## src/rtl/math_peak_16.sv

```systemverilog
// math_peak_16 -- frame peak finder for a 16-bit magnitude stream.
//
// Consumes one unsigned magnitude per valid cycle. For each frame it tracks
// the running maximum, the index of that maximum and the sample sum. One
// enabled cycle after the closing sample, it presents a report with a
// single-cycle strobe. A frame closes on din_last, or it is force-closed
// when it reaches 2^IDX_W samples.
//
// Ports:
//   clk        rising-edge clock
//   rst        synchronous active-high reset, overrides ena
//   ena        clock enable; every register holds while low
//   din        unsigned magnitude sample
//   din_valid  din is valid this cycle
//   din_last   final sample of the frame (qualified by din_valid)
//   peak_val   largest magnitude of the last reported frame
//   peak_idx   index of peak_val within that frame (first sample = 0)
//   sum        sum of all samples of that frame
//   len        number of samples in that frame
//   ovf        frame was force-closed at the length limit
//   dout_valid one-enabled-cycle report strobe
module math_peak_16 #(
   parameter int IDX_W = 10
) (
   input  logic                clk,
   input  logic                rst,
   input  logic                ena,
   input  logic [15:0]         din,
   input  logic                din_valid,
   input  logic                din_last,
   output logic [15:0]         peak_val,
   output logic [IDX_W-1:0]    peak_idx,
   output logic [16+IDX_W-1:0] sum,
   output logic [IDX_W:0]      len,
   output logic                ovf,
   output logic                dout_valid
);

   typedef enum logic {IDLE = 1'b0, ACTIVE = 1'b1} state_t;

   localparam logic [IDX_W-1:0] LAST_IDX = '1;

   state_t                state_reg;
   logic [IDX_W-1:0]      cnt_reg;
   logic [IDX_W-1:0]      cur_idx_reg;
   logic [15:0]           cur_max_reg;
   logic [16+IDX_W-1:0]   acc_reg;

   logic                  first_s;
   logic [IDX_W-1:0]      idx_s;
   logic [15:0]           max_next;
   logic [IDX_W-1:0]      idx_next;
   logic [16+IDX_W-1:0]   acc_next;
   logic [IDX_W:0]        len_next;
   logic                  at_limit;
   logic                  close_s;

   // Values that include the current sample. The first sample of a frame
   // loads directly, so nothing is compared against the previous frame.
   always_comb begin
      first_s  = (state_reg == IDLE);
      idx_s    = first_s ? '0 : cnt_reg;
      max_next = cur_max_reg;
      idx_next = cur_idx_reg;
      // A strict compare keeps the earliest index when values tie.
      if (first_s || (din > cur_max_reg)) begin
         max_next = din;
         idx_next = idx_s;
      end
      acc_next = first_s ? {{IDX_W{1'b0}}, din}
                         : acc_reg + {{IDX_W{1'b0}}, din};
      len_next = {1'b0, idx_s} + (IDX_W+1)'(1);
      at_limit = (idx_s == LAST_IDX);
      close_s  = din_last || at_limit;
   end

   always_ff @(posedge clk) begin
      if (rst) begin
         state_reg   <= IDLE;
         cnt_reg     <= '0;
         cur_idx_reg <= '0;
         cur_max_reg <= '0;
         acc_reg     <= '0;
         peak_val    <= '0;
         peak_idx    <= '0;
         sum         <= '0;
         len         <= '0;
         ovf         <= 1'b0;
         dout_valid  <= 1'b0;
      end else if (ena) begin
         dout_valid <= 1'b0;
         if (din_valid) begin
            if (close_s) begin
               peak_val   <= max_next;
               peak_idx   <= idx_next;
               sum        <= acc_next;
               len        <= len_next;
               // din_last on the limit sample is a normal close.
               ovf        <= !din_last;
               dout_valid <= 1'b1;
               state_reg  <= IDLE;
               cnt_reg    <= '0;
            end else begin
               cur_max_reg <= max_next;
               cur_idx_reg <= idx_next;
               acc_reg     <= acc_next;
               cnt_reg     <= idx_s + IDX_W'(1);
               state_reg   <= ACTIVE;
            end
         end
      end
   end

endmodule

```

## config.mk

```make
export PLATFORM = sky130hd
export DESIGN_NAME = math_peak_16
export DESIGN_NICKNAME = d
export VERILOG_FILES = /design/src/rtl/math_peak_16.sv
export SDC_FILE = /design/constraint.sdc
export NUM_CORES = 1
export LEC_CHECK = 0
export CORE_MARGIN = 1.5
export CORE_UTILIZATION = 50
export DETAILED_ROUTE_END_ITERATION = 6
export HOLD_SLACK_MARGIN = 0.05
export PLACE_DENSITY_LB_ADDON = 0.3
export SETUP_SLACK_MARGIN = 0.1
export SLEW_MARGIN = 20
export SYNTH_ARGS = -nofsm -noshare
export SYNTH_HDL_FRONTEND = slang
export SYNTH_SLANG_ARGS = --single-unit
export TNS_END_PERCENT = 100
```

## constraint.sdc

```tcl
create_clock -name clk -period 4.99 [get_ports clk]
set_input_delay 0.998 -clock clk [delete_from_list [all_inputs] [get_ports clk]]
set_output_delay 0.998 -clock clk [all_outputs]
set_load 0.01 [all_outputs]
```

==> impl_metrics.toml, run 1 <==
[run_status]
status = "complete, no violations"

[power]
power_uw = 2630
power.density_mw_per_mm2 = 319
leakage_uw = 0.00300
peakVddDrop_v = 0.000231

[placement]
portBuffers = 85
dpl.hpwl_um = 12000
place.gp.congestion = 0.899
dpl-instance-area_mm2 = 0.00765

[worst_setup_path]
critPathKind = "flip-flop to flip-flop"
cp.required_ps = 5350
crit_path_end_kind = "flip-flop"
cp.arrival_ps = 4230
start_kind = "flip-flop"
critPathMaxFanout = 21

[yosys]
yosysWarnings = 0
synthSimpleGateAreaFrac_pct = 21.3
postSynth.asyncResetShare_pct = 0
ys_seq_area_share_pct = 37.9
synth_flop_cell = "dfxtp_1"
synth_fa_ha_area_share_pct = 6.41
synth.cell_area_mm2 = 0.00675
synthCells = 785
synth_top_family_by_area = "simple AND/OR/NAND/NOR gates"
synth_edf_count = 0
synthMuxAreaShare_pct = 5.85
synth_compound_area_share_pct = 19.6
avgSynthCellArea_um2 = 8.60
synth_cell_types = 65
ys_ff_latch = 128
syn-num-nets = 840
synth_xor_area_share_pct = 3.24

[sta]
clock_skew_ps = 6.36
tightest_slew_ps = 1010
fmax_mhz = 259
fin_setup_tns_ps = 0
hold_violations = 0
rsz0062_at_grt = "false"
finalSetupViolCount = 0
slew_viol_final = 0
min_period_over_period_pct = 77.5
finalCriticalPeriod_ps = 3870
slew_headroom_pct = 32.3

[floorplan]
die_y_um = 119
die_w_um = 119
coreArea_mm2 = 0.0132
initial_core_util_pct = 51.2
io_pins = 86
dieArea_mm2 = 0.0142
rows = 42

[finish]
diodes = 0
fin_nets = 907
layout-drive-gt1-share_pct = 7.18
postLayoutCellArea_mm2 = 0.00824
final_common_cell = "dfxtp_1"
areaGrowthSynthToFinish_pct = 22.1
mostFrequentLayoutCells = "dfxtp_1 (128), nand2_1 (84), clkdlybuf4s50_1 (84)"

[detailed_routing]
drc = 0
drt.antenna.violating_nets = 0
wl_um = 17200
vias = 6013
wl_per_cell_um = 16.6
drt_iter0_markers = 559
vias_per_cell = 5.79
first_pass_iters = 7

[run]
cap_violations = 0

[global_route]
grt_pass1_vias = 5705
antenna_found_initial = 0
met3_usage_pct = 5.84
grt_start_max_net_pins = 74
use_met2_pct = 40.8
track_usage_pct = 24.9
grt.overflow.total = 0
grtUsageMet1_pct = 31.6
grt_busiest_layer = "met2"
grt_pass1_wl_um = 28100

[clock_network]
cts-root-buf = "clkbuf_16"
clk_pin_slew_ps = 50
htreeDepth = 4
numCtsBuffers = 17
worst_skew_pair.late_latency_ps = 420
cts_hold_buf = 0
clk_path_buf_depth = 2
post-cts-setup-buffers = 0
cts_resized = 0
cts_tree = "yes"
cts_sinks = 128

[worst_hold_path]
min_path_type = "flip-flop to flip-flop"
==> per-stage QoR <==
step	util (%)	std cells	hold slack, ps	worst slack [ps]
3_3_place_gp	58.0	1009	434	1160
6_report	62.5	1039	451	1120
3_5_place_dp	58.0	1009	443	1080
4_1_cts	62.5	1039	455	1140
2_1_floorplan	-	785	436	1860
5_1_grt	62.5	1039	469	840
==> area by class of cell <==
type | instances | area [µm²]
Clock buffer | 24 | 492
Multi-Input combinational cell | 579 | 3820
Sequential cell | 128 | 2560
Tap cell | 176 | 220
Clock inverter | 6 | 105
Fill cell | 1151 | 4950
Timing Repair Buffer | 97 | 936
Inverter | 29 | 109
==> cell usage after synthesis (all sizes together) (12+ instances only) <==
cell type	number	share of area, %
a221o	16	2.4
nand2	85	4.8
o211ai	16	2.0
clkbuf	30	2.3
xnor2	13	1.7
dfxtp	128	38
nor2	69	3.9
buf	19	1.7
xor2	12	1.6
nand4	12	1.3
ha	33	6.1
nand3	24	1.8
mux2i	35	5.2
a211oi	22	2.4
nand2b	35	3.2
and2	20	1.9
o21ai	42	3.1
nor3	15	1.3
inv	28	1.6
a21oi	44	3.4
==> critical path, cell delays in order, from the launching register on <==
cell and delay [ps]:
dfxtp_1 710, nand2_1 220, inv_1 170, ha_1 290, nand4_4 200, nor3_4 340, nor2_2 100, nor2_2 500
nand2_1 550, nor2b_1 230, buf_4 260, a221o_1 210
==> power by group <==
part / total, µW / internal (µW) / switching (µW) / leakage [µW]
combinational: 304 / 126 / 178 / 0.00166
sequential: 1070 / 1050 / 18.5 / 0.00104
clock: 1260 / 830 / 430 / 0.000296
total: 2630 / 2000 / 626 / 0.00300
==> logic make-up after synthesis <==
group / count (synthesis)
xor+xnor: 25
compound gates: 190
fa+ha+maj: 34
simple gates: 291
mux: 39
buf+inv: 78
flops: 128
==> worst paths after layout <==
kind,from,to,slack [ps],cells past startpoint
worst min-delay path,peak_idx[9],peak_idx[9],450,2
worst max register to register,state_reg,peak_val[1],1120,11
worst min register to register,peak_idx[9],peak_idx[9],450,2
worst max-delay path,state_reg,peak_val[1],1120,11
==> metal layers <==
layer / up-vias / routed length, µm / part of all wire, %
li1: 2931 / - / -
met1: 2851 / 7780 / 45
met2: 195 / 8090 / 47
met3: 36 / 960 / 5.6
met4: 0 / 384 / 2.2
met5: - / 0 / 0
Power figures use the tool's default switching activity.
==> inputs of run 2 (changes only) <==
clock period = 3.2 ns   (was 4.99 ns; I/O delays follow)
==> run 2 against run 1 <==
  * Flip-flop and latch count is the same
  * Largest cell class unchanged
  * Global-route usage grew 2.7 points
  * Sequential share of layout area shrank 1.7 points
  * Die area is the same
  * Utilization grew 3.5 points
  * Hold slack lost 3.7 ps
  * Sequential power grew 55%
  * Clock-buffer cell count shrank 1
  * Setup slack lost 880 ps
  * Clock power grew 50%
  * Largest power group unchanged
  * Cell count grew 5.2%
==> impl_metrics.toml, run 2 (synthesis gave the netlist of run 1 again) <==
[power]
peakVddDrop_v = 0.000557
power.density_mw_per_mm2 = 471
p_int_uw = 3100
p_sw_uw = 1000
power_frac_seq_pct = 40.5
power_uw = 4100
p_clk_share_pct = 46.0
switching_share_pct = 24.5
pwr-share-comb_pct = 13.6
leakage_uw = 0.00326

[finish]
areaGrowthSynthToFinish_pct = 28.9
diodes = 0
postLayoutCellArea_mm2 = 0.00871
mostFrequentLayoutCells = "dfxtp_1 (128), nand2_1 (84), clkdlybuf4s50_1 (84)"
nFillCells = 1090
fin_nets = 962
stdcell_count = 1093
final_common_cell = "dfxtp_1"
layout-drive-gt1-share_pct = 13.1

[detailed_routing]
drt_iter0_markers = 480
drt.antenna.violating_nets = 0
drc = 0
wl_um = 18900
vias = 6184
wl_per_cell_um = 17.3
vias_per_cell = 5.66
first_pass_iters = 5

[sta]
rsz0062_at_grt = "false"
min_period_over_period_pct = 92.4
fin_setup_tns_ps = 0
slew_headroom_pct = 57.6
hold_slack_ps = 447
finalSetupViolCount = 0
hold_violations = 0
tightest_slew_ps = 635
finalCriticalPeriod_ps = 2960
slew_viol_final = 0
clock_skew_ps = 14.6
fmax_mhz = 338

[floorplan]
die_y_um = 119
io_pins = 86
rows = 42
dieArea_mm2 = 0.0142
coreArea_mm2 = 0.0132
initial_core_util_pct = 51.2
die_w_um = 119

[worst_setup_path]
crit_chain = "clkdlybuf4s50_1 -> ha_1 -> fa_1 -> a21oi_2 -> o211ai_2 -> buf_4 -> or4b_1 -> o211ai_2 -> and3_1 -> o22ai_1 -> a22o_1"
critPathMostFrequentCell = "o211ai_2"
slowest_delay_ps = 490
critPathTopFamily = "compound AO/OA/AOI/OAI gates"
cp.required_ps = 3510
critPathMaxFanout = 9
start_kind = "input pin"
critPathKind = "input pin to flip-flop"
cp_num_buf_inv = 2
crit_slowest_cell = "clkdlybuf4s50_1"
cp.arrival_ps = 3270
crit_path_end_kind = "flip-flop"

[run_status]
status = "complete, no violations"

[global_route]
grt_pass1_wl_um = 30900
grt_start_max_net_pins = 59
grt_pass1_vias = 6139
antenna_found_initial = 0
grt.overflow.total = 0
track_usage_pct = 27.6

[worst_hold_path]
min_path_type = "flip-flop to flip-flop"

[placement]
dpl.hpwl_um = 13700
portBuffers = 85
place.gp.congestion = 0.930
dp_cells = 1064
dpl-instance-area_mm2 = 0.00812

[clock_network]
worst_skew_pair.late_latency_ps = 420
clk_path_buf_depth = 2
cts_hold_buf = 0
cts-root-buf = "clkbuf_16"
cts_sinks = 128
numCtsBuffers = 17
htreeDepth = 4
cts_tree = "yes"
clk_pin_slew_ps = 50

[run]
cap_violations = 0
==> run 2: cell type report <==
type | instances | area (µm²) | share of cell area [%]
Inverter | 29 | 109 | 1.25
Timing Repair Buffer | 152 | 1410 | 16.2
Multi-Input combinational cell | 579 | 3830 | 44.0
Clock buffer | 23 | 488 | 5.60
Tap cell | 176 | 220 | 2.53
Clock inverter | 6 | 82.6 | 0.948
Sequential cell | 128 | 2560 | 29.4
==> run 2: path summary, 6_finish.rpt <==
| path | from | to | slack (ps) | depth (start not counted) |
|---|---|---|---|---|
| worst max-delay path | din[0] | acc_reg[18] | 240 | 11 |
| worst min-delay path | sum[17] | sum[17] | 450 | 2 |
| worst max register to register | cnt_reg[0] | len[4] | 360 | 12 |
| worst min register to register | sum[17] | sum[17] | 450 | 2 |
==> run 2: per-stage QoR <==
stage / setup WS, ps / util [%]
6_report: 242 / 66.0
5_1_grt: 109 / 66.0
4_1_cts: 247 / 65.9
3_5_place_dp: -176 / 61.6
3_3_place_gp: -137 / 61.6
2_1_floorplan: 432 / -
==> run 2: power by group through the flow <==
stage                     Sequential, µW  Combinational, µW  Clock [µW]
after global placement              1690                541           0
final                               1660                557        1890
after detailed placement            1690                550           0
after CTS                           1660                554        1910
after global routing                1660                607        1980
after floorplan                     1700                313           0
==> run 2: worst register-to-register path: stages (launching register included) <==
cell and delay [ps]:
dfxtp_1 390, nand2_1 140, inv_1 160, ha_1 290, nand4_4 210, nor3_4 330
nor2_2 130, nor2_2 190, buf_4 210, buf_4 350, o211ai_1 150, o21ai_0 100
nor2_1 60
==> run 2: metal layers <==
layer / track usage, % / wire [µm] / vias up
met2: 46.0 / 9040 / 181
met1: 35.5 / 8670 / 2940
met3: 6.32 / 968 / 23
met4: 8.13 / 250 / 0
li1: - / - / 3040
met5: 0 / 0 / -
==> run 2: repair_timing <==
item / CTS / global route
resized for setup: 0 / 3
endpoints found under the setup margin: 0 / 4
setup buffers: 0 / 0
==> inputs of run 3 (changes only) <==
SKIP_LAST_GASP = 1   (was unset)
==> results of run 3 <==
The final DEF is identical to that of run 2; final timing and power are the same.
